$ cat src/rtl/mem_arb_pkg.sv
// ---------------------------------------------------------------------------
// mem_arb_pkg
// Shared definitions for the two-port memory arbiter.
//   state_t   : sequencer states (IDLE -> ACCESS -> RESP -> IDLE)
//   PORT_CPU  : index of port 0 (multicycle CPU datapath)
//   PORT_LDR  : index of port 1 (loader / debug master)
// ---------------------------------------------------------------------------
package mem_arb_pkg;

  typedef enum logic [1:0] {
    IDLE   = 2'd0,
    ACCESS = 2'd1,
    RESP   = 2'd2
  } state_t;

  localparam logic PORT_CPU = 1'b0;
  localparam logic PORT_LDR = 1'b1;

endpackage : mem_arb_pkg

$ cat src/rtl/mem_arb_pick.sv
// ---------------------------------------------------------------------------
// mem_arb_pick
// Combinational winner selection between the two requesters.
//
// Build option: MEM_ARB_RR_EN
//   defined   : round-robin; on a tie the port not granted last wins.
//   undefined : fixed priority, port 0 always wins a tie; no pointer input.
//
// Ports:
//   req0, req1  in  request levels of port 0 / port 1
//   last_grant  in  port granted most recently (MEM_ARB_RR_EN builds only)
//   any         out at least one request is pending
//   winner      out index of the winning port (meaningful only when any=1)
// ---------------------------------------------------------------------------
module mem_arb_pick
  import mem_arb_pkg::*;
(
  input  logic req0,
  input  logic req1,
`ifdef MEM_ARB_RR_EN
  input  logic last_grant,
`endif
  output logic any,
  output logic winner
);

  always_comb begin
    any    = req0 | req1;
    winner = PORT_CPU;
`ifdef MEM_ARB_RR_EN
    if (req0 && req1) begin
      // Tie: hand the grant to whichever port did not win last time.
      winner = ~last_grant;
    end else if (req1) begin
      winner = PORT_LDR;
    end else begin
      winner = PORT_CPU;
    end
`else
    if (req0) begin
      winner = PORT_CPU;
    end else if (req1) begin
      winner = PORT_LDR;
    end
`endif
  end

endmodule : mem_arb_pick

$ cat src/rtl/mem_arbiter.sv
// ---------------------------------------------------------------------------
// mem_arbiter
// Two-port arbiter and sequencer in front of a unified word-addressed memory
// (combinational read while mem_read is high, write on the rising edge).
// Every access runs IDLE (sample/grant) -> ACCESS -> RESP, one at a time, so
// a request seen in IDLE cycle N is acknowledged in cycle N+2.
//
// Build option: MEM_ARB_RR_EN selects round-robin tie breaking (default is
// fixed priority to port 0, with no last-grant pointer at all).
//
// Parameters:
//   AW  address width (word index handed straight to the memory)
//   DW  data width
//
// Ports:
//   clk, reset               clock, synchronous active-high reset
//   req0/we0/addr0/wdata0    port 0 request (CPU datapath)
//   ack0                     port 0 one-cycle completion pulse
//   req1/we1/addr1/wdata1    port 1 request (loader / debug)
//   ack1                     port 1 one-cycle completion pulse
//   rdata                    registered read data, valid with ack, then held
//   busy                     high in ACCESS and RESP
//   mem_addr, mem_wdata      registered memory address / write data
//   mem_read, mem_write      memory strobes, only ever high in ACCESS
//   mem_rdata                combinational read data from the memory
// ---------------------------------------------------------------------------
module mem_arbiter
  import mem_arb_pkg::*;
#(
  parameter int AW = 32,
  parameter int DW = 32
) (
  input  logic          clk,
  input  logic          reset,

  input  logic          req0,
  input  logic          we0,
  input  logic [AW-1:0] addr0,
  input  logic [DW-1:0] wdata0,
  output logic          ack0,

  input  logic          req1,
  input  logic          we1,
  input  logic [AW-1:0] addr1,
  input  logic [DW-1:0] wdata1,
  output logic          ack1,

  output logic [DW-1:0] rdata,
  output logic          busy,

  output logic [AW-1:0] mem_addr,
  output logic [DW-1:0] mem_wdata,
  output logic          mem_read,
  output logic          mem_write,
  input  logic [DW-1:0] mem_rdata
);

  state_t        r_state;
  state_t        w_next;

  // Grant register: which port owns the access in flight and its direction.
  logic          r_grant;
  logic          r_we;
  logic [AW-1:0] r_addr;
  logic [DW-1:0] r_wdata;
  logic [DW-1:0] r_rdata;

  logic          w_any;
  logic          w_win;
  logic          w_take;

`ifdef MEM_ARB_RR_EN
  logic          r_last;
`endif

  mem_arb_pick u_pick (
    .req0       (req0),
    .req1       (req1),
`ifdef MEM_ARB_RR_EN
    .last_grant (r_last),
`endif
    .any        (w_any),
    .winner     (w_win)
  );

  // A grant is taken only while idle; requests elsewhere are ignored.
  assign w_take = (r_state == IDLE) && w_any;

  // State register.
  always_ff @(posedge clk) begin
    if (reset) begin
      r_state <= IDLE;
    end else begin
      r_state <= w_next;
    end
  end

  // Grant / address / data capture in IDLE, read data capture in ACCESS.
  always_ff @(posedge clk) begin
    if (reset) begin
      r_grant <= PORT_CPU;
      r_we    <= 1'b0;
      r_addr  <= '0;
      r_wdata <= '0;
      r_rdata <= '0;
    end else begin
      if (w_take) begin
        r_grant <= w_win;
        r_we    <= (w_win == PORT_LDR) ? we1    : we0;
        r_addr  <= (w_win == PORT_LDR) ? addr1  : addr0;
        r_wdata <= (w_win == PORT_LDR) ? wdata1 : wdata0;
      end
      // Writes leave rdata untouched so the last read value stays visible.
      if ((r_state == ACCESS) && !r_we) begin
        r_rdata <= mem_rdata;
      end
    end
  end

`ifdef MEM_ARB_RR_EN
  // Last-granted pointer; starts at port 1 so port 0 wins the first tie.
  always_ff @(posedge clk) begin
    if (reset) begin
      r_last <= PORT_LDR;
    end else if (w_take) begin
      r_last <= w_win;
    end
  end
`endif

  // Next-state and output decode.
  always_comb begin
    w_next    = r_state;
    mem_read  = 1'b0;
    mem_write = 1'b0;
    ack0      = 1'b0;
    ack1      = 1'b0;
    busy      = 1'b0;
    case (r_state)
      IDLE: begin
        if (w_any) begin
          w_next = ACCESS;
        end
      end
      ACCESS: begin
        busy      = 1'b1;
        mem_read  = ~r_we;
        mem_write = r_we;
        w_next    = RESP;
      end
      RESP: begin
        busy   = 1'b1;
        ack0   = (r_grant == PORT_CPU);
        ack1   = (r_grant == PORT_LDR);
        w_next = IDLE;
      end
      default: begin
        w_next = IDLE;
      end
    endcase
  end

  assign mem_addr  = r_addr;
  assign mem_wdata = r_wdata;
  assign rdata     = r_rdata;

endmodule : mem_arbiter

$ cat config.mk
export PLATFORM = sky130hd
export DESIGN_NAME = mem_arbiter
export DESIGN_NICKNAME = d
export VERILOG_FILES = /design/src/rtl/mem_arb_pkg.sv /design/src/rtl/mem_arb_pick.sv /design/src/rtl/mem_arbiter.sv
export SDC_FILE = /design/constraint.sdc
export NUM_CORES = 1
export LEC_CHECK = 0
export BUFFER_PORTS_ARGS = -buffer_cell sky130_fd_sc_hd__buf_2
export CAP_MARGIN = 40
export CORE_MARGIN = 2
export CORE_UTILIZATION = 25
export CTS_CLUSTER_DIAMETER = 120
export CTS_CLUSTER_SIZE = 25
export DETAILED_ROUTE_END_ITERATION = 12
export PLACE_DENSITY = 0.51
export SLEW_MARGIN = 20
export SYNTH_ARGS = -nofsm -noshare
export SYNTH_HDL_FRONTEND = slang
export SYNTH_SLANG_ARGS = --single-unit
$ cat constraint.sdc
create_clock -name clk -period 1.55 [get_ports clk]
set_input_delay 0.2325 -clock clk [delete_from_list [all_inputs] [get_ports clk]]
set_output_delay 0.2325 -clock clk [all_outputs]
set_load 0.03 [all_outputs]
Yosys cells after proc, flatten, opt, wreduce, memory -nomap -nowiden
Index checks and enable logic that the tools add are counted.
{ "op_classes": {"eq_ne": 3, "muxes": 12, "bitwise": 3, "n_reduce_logical": 5} }
{ "ops": {"columns": ["operator", "n"], "rows": [
  ["2-to-1 mux 32 bit", 2],
  ["2-to-1 mux 1 bit", 8],
  ["one-hot mux 2 bit (2 select lines)", 1],
  ["equality test 2 x 1 -> 1 bit (second input constant)", 1],
  ["equality test 2 bit (second input constant)", 1],
  ["logical AND 1 bit", 2],
  ["logical NOT 2 bit", 1],
  ["2-to-1 mux 2 bit", 1],
  ["inequality test 2 bit (second input constant)", 1],
  ["NOT 1 bit", 2],
  ["OR reduction 2 bit", 1],
  ["logical NOT 1 bit", 1],
  ["OR 1 bit", 1]
]} }
{ "word_totals": {"reg_bits": 100, "in_bits": 166, "output_inout_bits": 101, "word_cells": 29} }

Longest topological paths before layout
Gate-level depths: netlist (run 1).
{ "logic_depth": {"ltp_word": 3, "ltp_mapped": 8, "ltp_nobuf": 6} }

Modules after synthesis
A second synthesis (run 1) with hierarchy kept.
{ "hier_totals": {"hier_cells": 454, "area_unflattened_um2": 4563.1} }
{ "by_module_without_submodules": {"columns": ["module", "n_inst", "cells_each", "area_each_um2", "seq_area_each_um2"], "rows": [
  ["mem_arbiter", 1, 452, 4550.6, 2001.9],
  ["mem_arb_pick", 1, 2, 12.5, 0.0]
]} }

Least setup slack after synthesis (run 1)
No wires, ideal clock.
{ "synth_timing": {"path_type": "reg2reg", "start": "register r_state[0]", "end": "register r_addr[29], in the netlist mem_addr[29]", "setup_ns": 0.091, "t_arrival_ns": 1.316, "t_required_ns": 1.459, "path_slack_ns": 0.143, "path_stages_with_launch": 8, "n_path_buf": 2, "period_less_slack_ns": 1.407, "cell_sequence": "dfxtp_1 > inv_1 > ha_1 > o21a_2 > buf_4 > buf_2 > nor2_1 > a311oi_1"} }
{ "synth_via": {"elab_chain_len": 2} }
{ "synth_rtl": {"columns": ["element", "line_no", "source"], "rows": [
  ["start: declaration", "mem_arbiter.sv:58", "state_t r_state;"],
  ["start signal: assignment", "mem_arbiter.sv:94", "r_state <= w_next;"],
  ["logical NOT 2 bit", "mem_arbiter.sv:87", "assign w_take = (r_state == IDLE) && w_any;"],
  ["logical AND 1 bit", "mem_arbiter.sv:87", null],
  ["end signal: assignment", "mem_arbiter.sv:110", "r_addr <= (w_win == PORT_LDR) ? addr1 : addr0;"],
  ["end: declaration", "mem_arbiter.sv:64", "logic [AW-1:0] r_addr;"]
]} }
No other way between the ends.
A chain may end at the register's enable or synchronous reset.

Final worst setup path (run 1)
{ "layout_timing": {"start": "register r_state[0]", "end": "output port ack0"} }
{ "layout_via": {"elab_chain_len": 2} }
{ "layout_rtl": {"columns": ["element", "line_no", "source"], "rows": [
  ["equality test 2 bit", "mem_arbiter.sv:139", "case (r_state)"],
  ["2-to-1 mux 1 bit", "mem_arbiter.sv:139", null],
  ["end: declaration", "mem_arbiter.sv:40", "output logic ack0,"]
]} }
No other way between the ends.

==> Implementation_results.wiki, run 1 <==
{| class="wikitable"
! Metric !! Value
|-
| Cells on worst reg2reg path || 6
|-
| Maximum root-to-sink buffer count || 2
|-
| First-pass DRT Iterations || 4
|-
| Beginning of the worst register-to-register path || r_state[1]
|-
| I/O Buffers || 266
|-
| Post-synthesis cell area || 0.004088 mm^2
|-
| GR Overflow Total || 0
|-
| Leading cell types in the layout, fill and taps excluded || sky130_fd_sc_hd__buf_2 (262), sky130_fd_sc_hd__nand2_1 (194), sky130_fd_sc_hd__dfxtp_1 (98)
|-
| Number of instances in the synthesized netlist || 523
|-
| Mean area per synthesized cell || 7.816 um^2
|-
| Path category of the worst min-delay check || in2reg
|-
| Net switching power figure || about 0.0026 W
|-
| Delay of the slowest critical-path stage || ~0.32 ns
|-
| Synthesis-stage register bit count || 100
|-
| Post-route standard cell area excluding fillers || between 0.006 and 0.007 mm^2
|-
| Initial core utilization || 0.2564
|-
| WL/cell || around 14 um
|-
| Clk sink count || 100
|-
| Number of top-level pins || ~270
|-
| Clk_skew || 0.008624 ns
|-
| Share of cell area taken by muxes after synthesis || 0.002449
|-
| Crit path launch type || register
|-
| Synth Area in Compound Gates || 0.1837
|-
| Synth Area in Simple Gates || 0.2531
|-
| Slowest cell on crit path || sky130_fd_sc_hd__dfxtp_2
|-
| Xor/xnor share of the synthesized area || 0
|-
| Vias || around 4500
|-
| Largest net degree at the start of global routing || 46
|-
| Capture point of the worst path || ack0
|-
| Worst endpoint data arrival time || 1.29 ns
|-
| Source of the critical timing path || r_state[0]
|-
| RD Place Congestion || 0.7761
|-
| Hold Crit Start || mem_rdata[19]
|-
| Worst setup EP type || primary output
|-
| Nets in the synthesized netlist || 693
|-
| Worst relative slew slack || 0.8381
|-
| Antenna viol nets, final || 0
|-
| Setup slack, reg-to-reg || 0.07 ns
|-
| Count of buffer and inverter cells on the critical path || 2
|-
| Run status || complete, no violations
|-
| Synthesis-to-finish area growth || 52.34%
|-
| Count of standard-cell rows || 46
|-
| Worst flop-to-flop path endpoint || mem_wdata[9]
|-
| Sw Ratio || 0.3348
|-
| Layout Utilization || 0.3906
|-
| Placed inst area || 0.005731 mm^2
|-
| Clock tree from TritonCTS || built
|-
| Vertical extent of the die || 131.9 um
|-
| Share of cells above drive strength 1 || 0.4061
|-
| WP data required || 1.32 ns
|-
| Total leakage power || between 3 and 4 nW
|-
| Path type of the worst setup path || reg2out
|-
| Area of the die || between 0.015 and 0.02 mm^2
|-
| Comb power frac || 0.282
|-
| Slew at the pin closest to its max-slew limit || 0.2412 ns
|-
| Largest vdd supply drop || 0.4811 mV
|-
| Fillers || between 1500 and 2000
|-
| Worst hold slack after final layout || 0.1216 ns
|-
| Placeable Area || 0.01594 mm^2
|-
| Part of the total power dissipated in the clock network || 0.327
|-
| CTS Buf Count || 9
|-
| Worst-path clk slew || 0.08 ns
|-
| Placed wire-length estimate || a little under 10000 um
|-
| Final-report max-slew violation count || 0
|-
| Post-route DRC || 0
|-
| Largest family of logic cells by synthesized area || simple AND/OR/NAND/NOR gates
|-
| Mean number of vias per cell || approximately 4.5
|-
| Detailed router's first-iteration violation count || 164
|-
| Total number of H-tree levels || 3
|-
| Top Family by Delay on Critical Path || flip-flops
|-
| Antenna violations before repair || 0
|-
| Total power of the final layout || 0.007672 W
|-
| Final count of negative-setup-slack endpoints || 0
|-
| Final critical path time including I/O delays and setup || ~1.5 ns
|-
| Achievable clock frequency || 0.6550 GHz
|-
| Power per standard cell area || 1232 mW/mm^2
|-
| Seq pwr share || 0.391
|-
| WL final || between 10000 and 15000 um
|-
| Maxcap violations || 0
|-
| Insertion delay of the later-clocked pin in the worst-skew pair || about 0.34 ns
|-
| Die width || between 100 and 150 um
|-
| Final layout net count || approximately 950
|-
| Share of the clock period used by the worst path after layout || 0.9849
|-
| Internal power || roughly 0.0051 W
|-
| Clock root cell || sky130_fd_sc_hd__clkbuf_16
|-
| Warning count from the yosys run || 0
|-
| Overall fraction of global-route tracks in use || 0.1523
|-
| Count of antenna diodes in the layout || 0
|-
| Most common cell after layout, fill and taps aside || sky130_fd_sc_hd__buf_2
|-
| Share of synthesized cell area in full adder, half adder and majority cells || 0.01224
|-
| Global-route wire length before repair || 21670 um
|-
| Count of endpoints failing hold in the final timing report || 0
|-
| Critical path depth in cells || 4
|-
| Part of the Yosys area used for sequential elements || 0.4897
|-
| Vias in the first global route || roughly 4300
|-
| Top fanout value on the critical path || 2
|-
| Worst path cell trace || inv_1, ha_1, nor2b_2, buf_4
|-
| Unique masters post-synth || 19
|}
## how the worst min path moves through the flow
| stage | end | slack [ns] | cells past startpoint |
|---|---|---|---|
| 6_report | rdata[19] | 0.12 | 3 |
| 5_1_grt | rdata[19] | 0.11 | 3 |
| 4_1_cts | rdata[10] | 0.1 | 3 |
| 3_5_place_dp | rdata[27] | 0.44 | 2 |
| 3_3_place_gp | rdata[9] | 0.44 | 2 |
| 2_1_floorplan | r_grant | 0.33 | 1 |
## power groups by stage
stage	sequential [W]	clock, W	combinational [W]
final	0.00300	0.00251	0.00216
after global routing	0.00304	0.00271	0.00234
after CTS	0.00300	0.00262	0.00208
after detailed placement	0.00306	0	0.00206
after global placement	0.00306	0	0.00205
after floorplan	0.00361	0	0.000738
## layout make-up
| cell class | instances | area (um^2) | share of cell area |
|---|---|---|---|
| Multi-Input combinational cell | 374 | 1888 | 0.3032 |
| Tap cell | 216 | 270.3 | 0.04340 |
| Timing Repair Buffer | 290 | 1723 | 0.2767 |
| Sequential cell | 100 | 2004 | 0.3219 |
| Inverter | 3 | 11.26 | 0.001808 |
| Clock buffer | 9 | 225.2 | 0.03617 |
| Clock inverter | 7 | 105.1 | 0.01688 |
## sequential cells by signal, indices dropped and copies added, names as in the netlist
| name | cells |
|---|---|
| r_we | 1 |
| r_grant | 1 |
| mem_wdata | 32 |
| rdata | 32 |
| r_state | 2 |
| mem_addr | 32 |
## cell usage after synthesis
library cell | count | share of area
sky130_fd_sc_hd__nor2_1 | 66 | 0.061
sky130_fd_sc_hd__o21a_2 | 1 | 0.0021
sky130_fd_sc_hd__ha_1 | 4 | 0.012
sky130_fd_sc_hd__buf_2 | 15 | 0.018
sky130_fd_sc_hd__and2_1 | 2 | 0.0031
sky130_fd_sc_hd__nor3_1 | 1 | 0.0012
sky130_fd_sc_hd__nand2b_1 | 2 | 0.0031
sky130_fd_sc_hd__mux2i_1 | 1 | 0.0024
sky130_fd_sc_hd__inv_1 | 3 | 0.0028
sky130_fd_sc_hd__buf_4 | 10 | 0.018
sky130_fd_sc_hd__nor3b_1 | 2 | 0.0037
sky130_fd_sc_hd__a21oi_1 | 33 | 0.040
sky130_fd_sc_hd__dfxtp_1 | 100 | 0.49
sky130_fd_sc_hd__a211oi_1 | 1 | 0.0018
sky130_fd_sc_hd__nor2b_1 | 1 | 0.0015
sky130_fd_sc_hd__a311oi_1 | 65 | 0.14
sky130_fd_sc_hd__clkbuf_1 | 21 | 0.019
sky130_fd_sc_hd__and2b_1 | 1 | 0.0018
sky130_fd_sc_hd__nand2_1 | 194 | 0.18
## per-stage QoR
step	TNS, ns	cells	setup slack, ns
6_report	0	999	0.02333
5_1_grt	-0.05104	999	-0.02256
4_1_cts	-0.003014	994	-0.003014
3_5_place_dp	0	975	0.05517
3_3_place_gp	0	975	0.1346
2_1_floorplan	0	523	0.1427
## worst min-delay path, delay by kind of cell
family          cells  cell delay, ns
compound gates      1            0.05
buf+inv             1            0.09
simple gates        1            0.04
## kinds of logic (layout without fill, tap and decap cells)
logic type | count (synthesis) | after routing
flops | 100 | 100
fa+ha+maj | 4 | 4
mux | 1 | 1
buf+inv | 49 | 309
simple gates | 269 | 269
compound gates | 100 | 100
## per-layer routing
metal  global-route usage  wire length [um]  vias up
li1                     -                 -     2288
met1               0.1925              6363     2017
met2               0.2465              6579      170
met3              0.03960               896       20
met4              0.06280               325        0
met5                    0                 0        -
## timing repair
item                                    in CTS  in global routing
buffers inserted                             3                  2
cloned                                       0                  4
resized for setup                            6                  9
pin swaps                                    0                  1
endpoints found under the setup margin       3                 55
hold buffers                                 0                  0
Power figures use the tool's default switching activity.
==> inputs of run 2 (changes only) <==
- CORE_MARGIN: 2 -> 10
==> Implementation_results.wiki, run 2 (synthesis results as in run 1) <==
{| class="wikitable"
! Metric !! Value
|-
| Post-route standard cell area excluding fillers || 0.006137 mm^2 (was 0.006227 mm^2)
|-
| Worst endpoint data arrival time || 1.73 ns (was 1.29 ns)
|-
| Routing usage on met2 || 0.2110 (was 0.2465)
|-
| CTS Buf Count || 9 (unchanged)
|-
| Worst-path clk slew || 0.07 ns (was 0.08 ns)
|-
| Vias in the first global route || 4360 (was 4260)
|-
| Worst setup EP type || register (was primary output)
|-
| Synthesis-to-finish area growth || 50.14% (was 52.34%)
|-
| Clk sink count || 100 (unchanged)
|-
| Largest vdd supply drop || 0.5159 mV (was 0.4811 mV)
|-
| Hold Crit Start || mem_rdata[4] (was mem_rdata[19])
|-
| Placed wire-length estimate || 11660 um (was 9785 um)
|-
| Beginning of the worst register-to-register path || r_state[0] (was r_state[1])
|-
| Crit path launch type || register (unchanged)
|-
| Die width || 147.9 um (was 131.9 um)
|-
| Path category of the worst min-delay check || in2reg (unchanged)
|-
| Post-route DRC || 0 (unchanged)
|-
| Overall fraction of global-route tracks in use || 0.1344 (was 0.1523)
|-
| I/O Buffers || 266 (unchanged)
|-
| Hold endpoint || rdata[4] (was rdata[19])
|-
| Maxcap violations || 0 (unchanged)
|-
| Mean number of vias per cell || 4.496 (was 4.499)
|-
| Achievable clock frequency || 0.6731 GHz (was 0.6550 GHz)
|-
| Delay of the slowest critical-path stage || 0.34 ns (was 0.32 ns)
|-
| Initial core utilization || 0.2564 (unchanged)
|-
| Clock tree from TritonCTS || built (unchanged)
|-
| DP Cell Count || 973 (was 975)
|-
| Placeable Area || 0.01594 mm^2 (unchanged)
|-
| Total power of the final layout || 0.007478 W (was 0.007672 W)
|-
| Worst path cell trace || inv_1, ha_1, o21a_4, buf_12, clkbuf_16, a311oi_1 (was inv_1, ha_1, nor2b_2, buf_4)
|-
| Most common cell after layout, fill and taps aside || sky130_fd_sc_hd__buf_2 (unchanged)
|-
| Worst flop-to-flop path endpoint || mem_addr[14] (was mem_wdata[9])
|-
| WL final || 16190 um (was 14160 um)
|-
| Antenna viol nets, final || 0 (unchanged)
|-
| First-pass DRT Iterations || 4 (unchanged)
|-
| Maximum root-to-sink buffer count || 2 (unchanged)
|-
| Top fanout value on the critical path || 31 (was 2)
|-
| Cells on worst reg2reg path || 6 (unchanged)
|-
| Total number of H-tree levels || 3 (unchanged)
|-
| Setup slack, reg-to-reg || 0.06 ns (was 0.07 ns)
|-
| Placed inst area || 0.005690 mm^2 (was 0.005731 mm^2)
|-
| Final layout net count || 944 (was 948)
|-
| GR Overflow Total || 0 (unchanged)
|-
| Insertion delay of the later-clocked pin in the worst-skew pair || 0.35 ns (was 0.34 ns)
|-
| Number of cells on the worst hold path || 3 (unchanged)
|-
| Count of antenna diodes in the layout || 0 (unchanged)
|-
| Count of buffer and inverter cells on the critical path || 3 (was 2)
|-
| M1 GR Usage || 0.1606 (was 0.1925)
|-
| Leading cell types in the layout, fill and taps excluded || sky130_fd_sc_hd__buf_2 (261), sky130_fd_sc_hd__nand2_1 (194), sky130_fd_sc_hd__dfxtp_1 (98) (was sky130_fd_sc_hd__buf_2 (262), sky130_fd_sc_hd__nand2_1 (194), sky130_fd_sc_hd__dfxtp_1 (98))
|-
| Clk_skew || 0.009237 ns (was 0.008624 ns)
|-
| Fillers || 1711 (was 1715)
|-
| Final cell count without fillers || 995 (was 999)
|-
| CTS Hold Bufs || 0 (unchanged)
|-
| Final critical path time including I/O delays and setup || 1.486 ns (was 1.527 ns)
|-
| Largest net degree at the start of global routing || 63 (was 46)
|-
| Final count of negative-setup-slack endpoints || 0 (unchanged)
|-
| Worst hold slack after final layout || 0.1190 ns (was 0.1216 ns)
|-
| Total leakage power || 2.958 nW (was 3.002 nW)
|-
| Vertical extent of the die || 147.9 um (was 131.9 um)
|-
| Global-route met3 utilization || 0.05678 (was 0.03960)
|-
| Power per standard cell area || 1219 mW/mm^2 (was 1232 mW/mm^2)
|-
| Slowest cell on crit path || sky130_fd_sc_hd__dfxtp_2 (unchanged)
|-
| Slew at the pin closest to its max-slew limit || 0.3055 ns (was 0.2412 ns)
|-
| Unrepaired setup endpoints after global routing || true
|-
| Area of the multi-input gates || 0.001879 mm^2 (was 0.001888 mm^2)
|-
| Clock root cell || sky130_fd_sc_hd__clkbuf_16 (unchanged)
|-
| Run status || complete, no violations (unchanged)
|-
| Count of standard-cell rows || 46 (unchanged)
|-
| Antenna violations before repair || 0 (unchanged)
|-
| Number of top-level pins || 267 (unchanged)
|-
| Share of the clock period used by the worst path after layout || 0.9585 (was 0.9849)
|-
| Final-report max-slew violation count || 0 (unchanged)
|-
| Source of the critical timing path || r_state[0] (unchanged)
|-
| Worst relative slew slack || 0.7964 (was 0.8381)
|-
| Sequential Area || 0.002004 mm^2 (unchanged)
|-
| Most used routing layer in global routing || met2 (unchanged)
|-
| Top Family by Delay on Critical Path || compound AO/OA/AOI/OAI gates (was flip-flops)
|-
| Path type of the worst setup path || reg2reg (was reg2out)
|-
| Vias || 4474 (was 4495)
|-
| Count of endpoints failing hold in the final timing report || 0 (unchanged)
|-
| Share of cells above drive strength 1 || 0.4031 (was 0.4061)
|-
| Detailed router's first-iteration violation count || 118 (was 164)
|-
| Global-route wire length before repair || 23920 um (was 21670 um)
|-
| WL/cell || 16.27 um (was 14.18 um)
|-
| WP data required || 1.80 ns (was 1.32 ns)
|-
| Area of the die || 0.02187 mm^2 (was 0.01739 mm^2)
|-
| RD Place Congestion || 0.7510 (was 0.7761)
|-
| Final setup slack of the worst path || 0.06438 ns (was 0.02333 ns)
|-
| Setup slack after placement || 0.07416 ns (was 0.05517 ns)
|}
-- run 2: cell count changes in the layout (fill, tap and decap cells not counted), sizes merged --
| cell | delta |
|---|---|
| buf | -3 |
| bufinv | -1 |
| clkbuf | -1 |
| clkinv | +1 |
-- run 2: worst max path at each step --
stage                     to  depth (start not counted)
2_1_floorplan   mem_addr[29]                          7
3_3_place_gp    mem_addr[14]                          6
3_5_place_dp    mem_addr[14]                          6
4_1_cts                 ack1                          4
5_1_grt        mem_wdata[11]                          6
6_report        mem_addr[14]                          6
-- run 2: tightest hold or removal path, delay by kind of cell --
| family | cells | cell delay (ns) |
|---|---|---|
| buf+inv | 1 | 0.09 |
| compound gates | 1 | 0.05 |
| simple gates | 1 | 0.05 |
-- run 2: where the power goes --
| part | internal, W | switching (W) | total, W | leakage [nW] |
|---|---|---|---|---|
| clock | 0.00127 | 0.00105 | 0.00232 | 0.147 |
| combinational | 0.000775 | 0.00138 | 0.00216 | 1.98 |
| sequential | 0.00286 | 0.000140 | 0.00300 | 0.827 |
| total | 0.00490 | 0.00258 | 0.00748 | 2.96 |
-- run 2: timing repair --
item | CTS | global route
gates resized for setup | 4 | 14
cloned | 0 | 2
setup endpoints to repair | 5 | 28
pin swaps | 0 | 1
setup buffers | 1 | 3
-- run 2: per-layer routing --
layer | part of all wire | routed length, um
met1 | 0.44 | 7159
met4 | 0.016 | 265
met5 | 0 | 0
met2 | 0.45 | 7277
met3 | 0.092 | 1490
-- run 2: area by class of cell --
type | instances | area share
Sequential cell | 100 | 0.3266
Clock buffer | 9 | 0.03670
Timing Repair Buffer | 286 | 0.2726
Inverter | 3 | 0.001835
Clock inverter | 7 | 0.01203
Tap cell | 216 | 0.04404
Multi-Input combinational cell | 374 | 0.3062
-- run 2: through the flow --
step                setup TNS (ns)  utilization
floorplan                        0            -
global placement                 0       0.3569
detailed placement               0       0.3569
CTS                              0       0.3766
global route              -0.02544       0.3849
finish                           0       0.3849
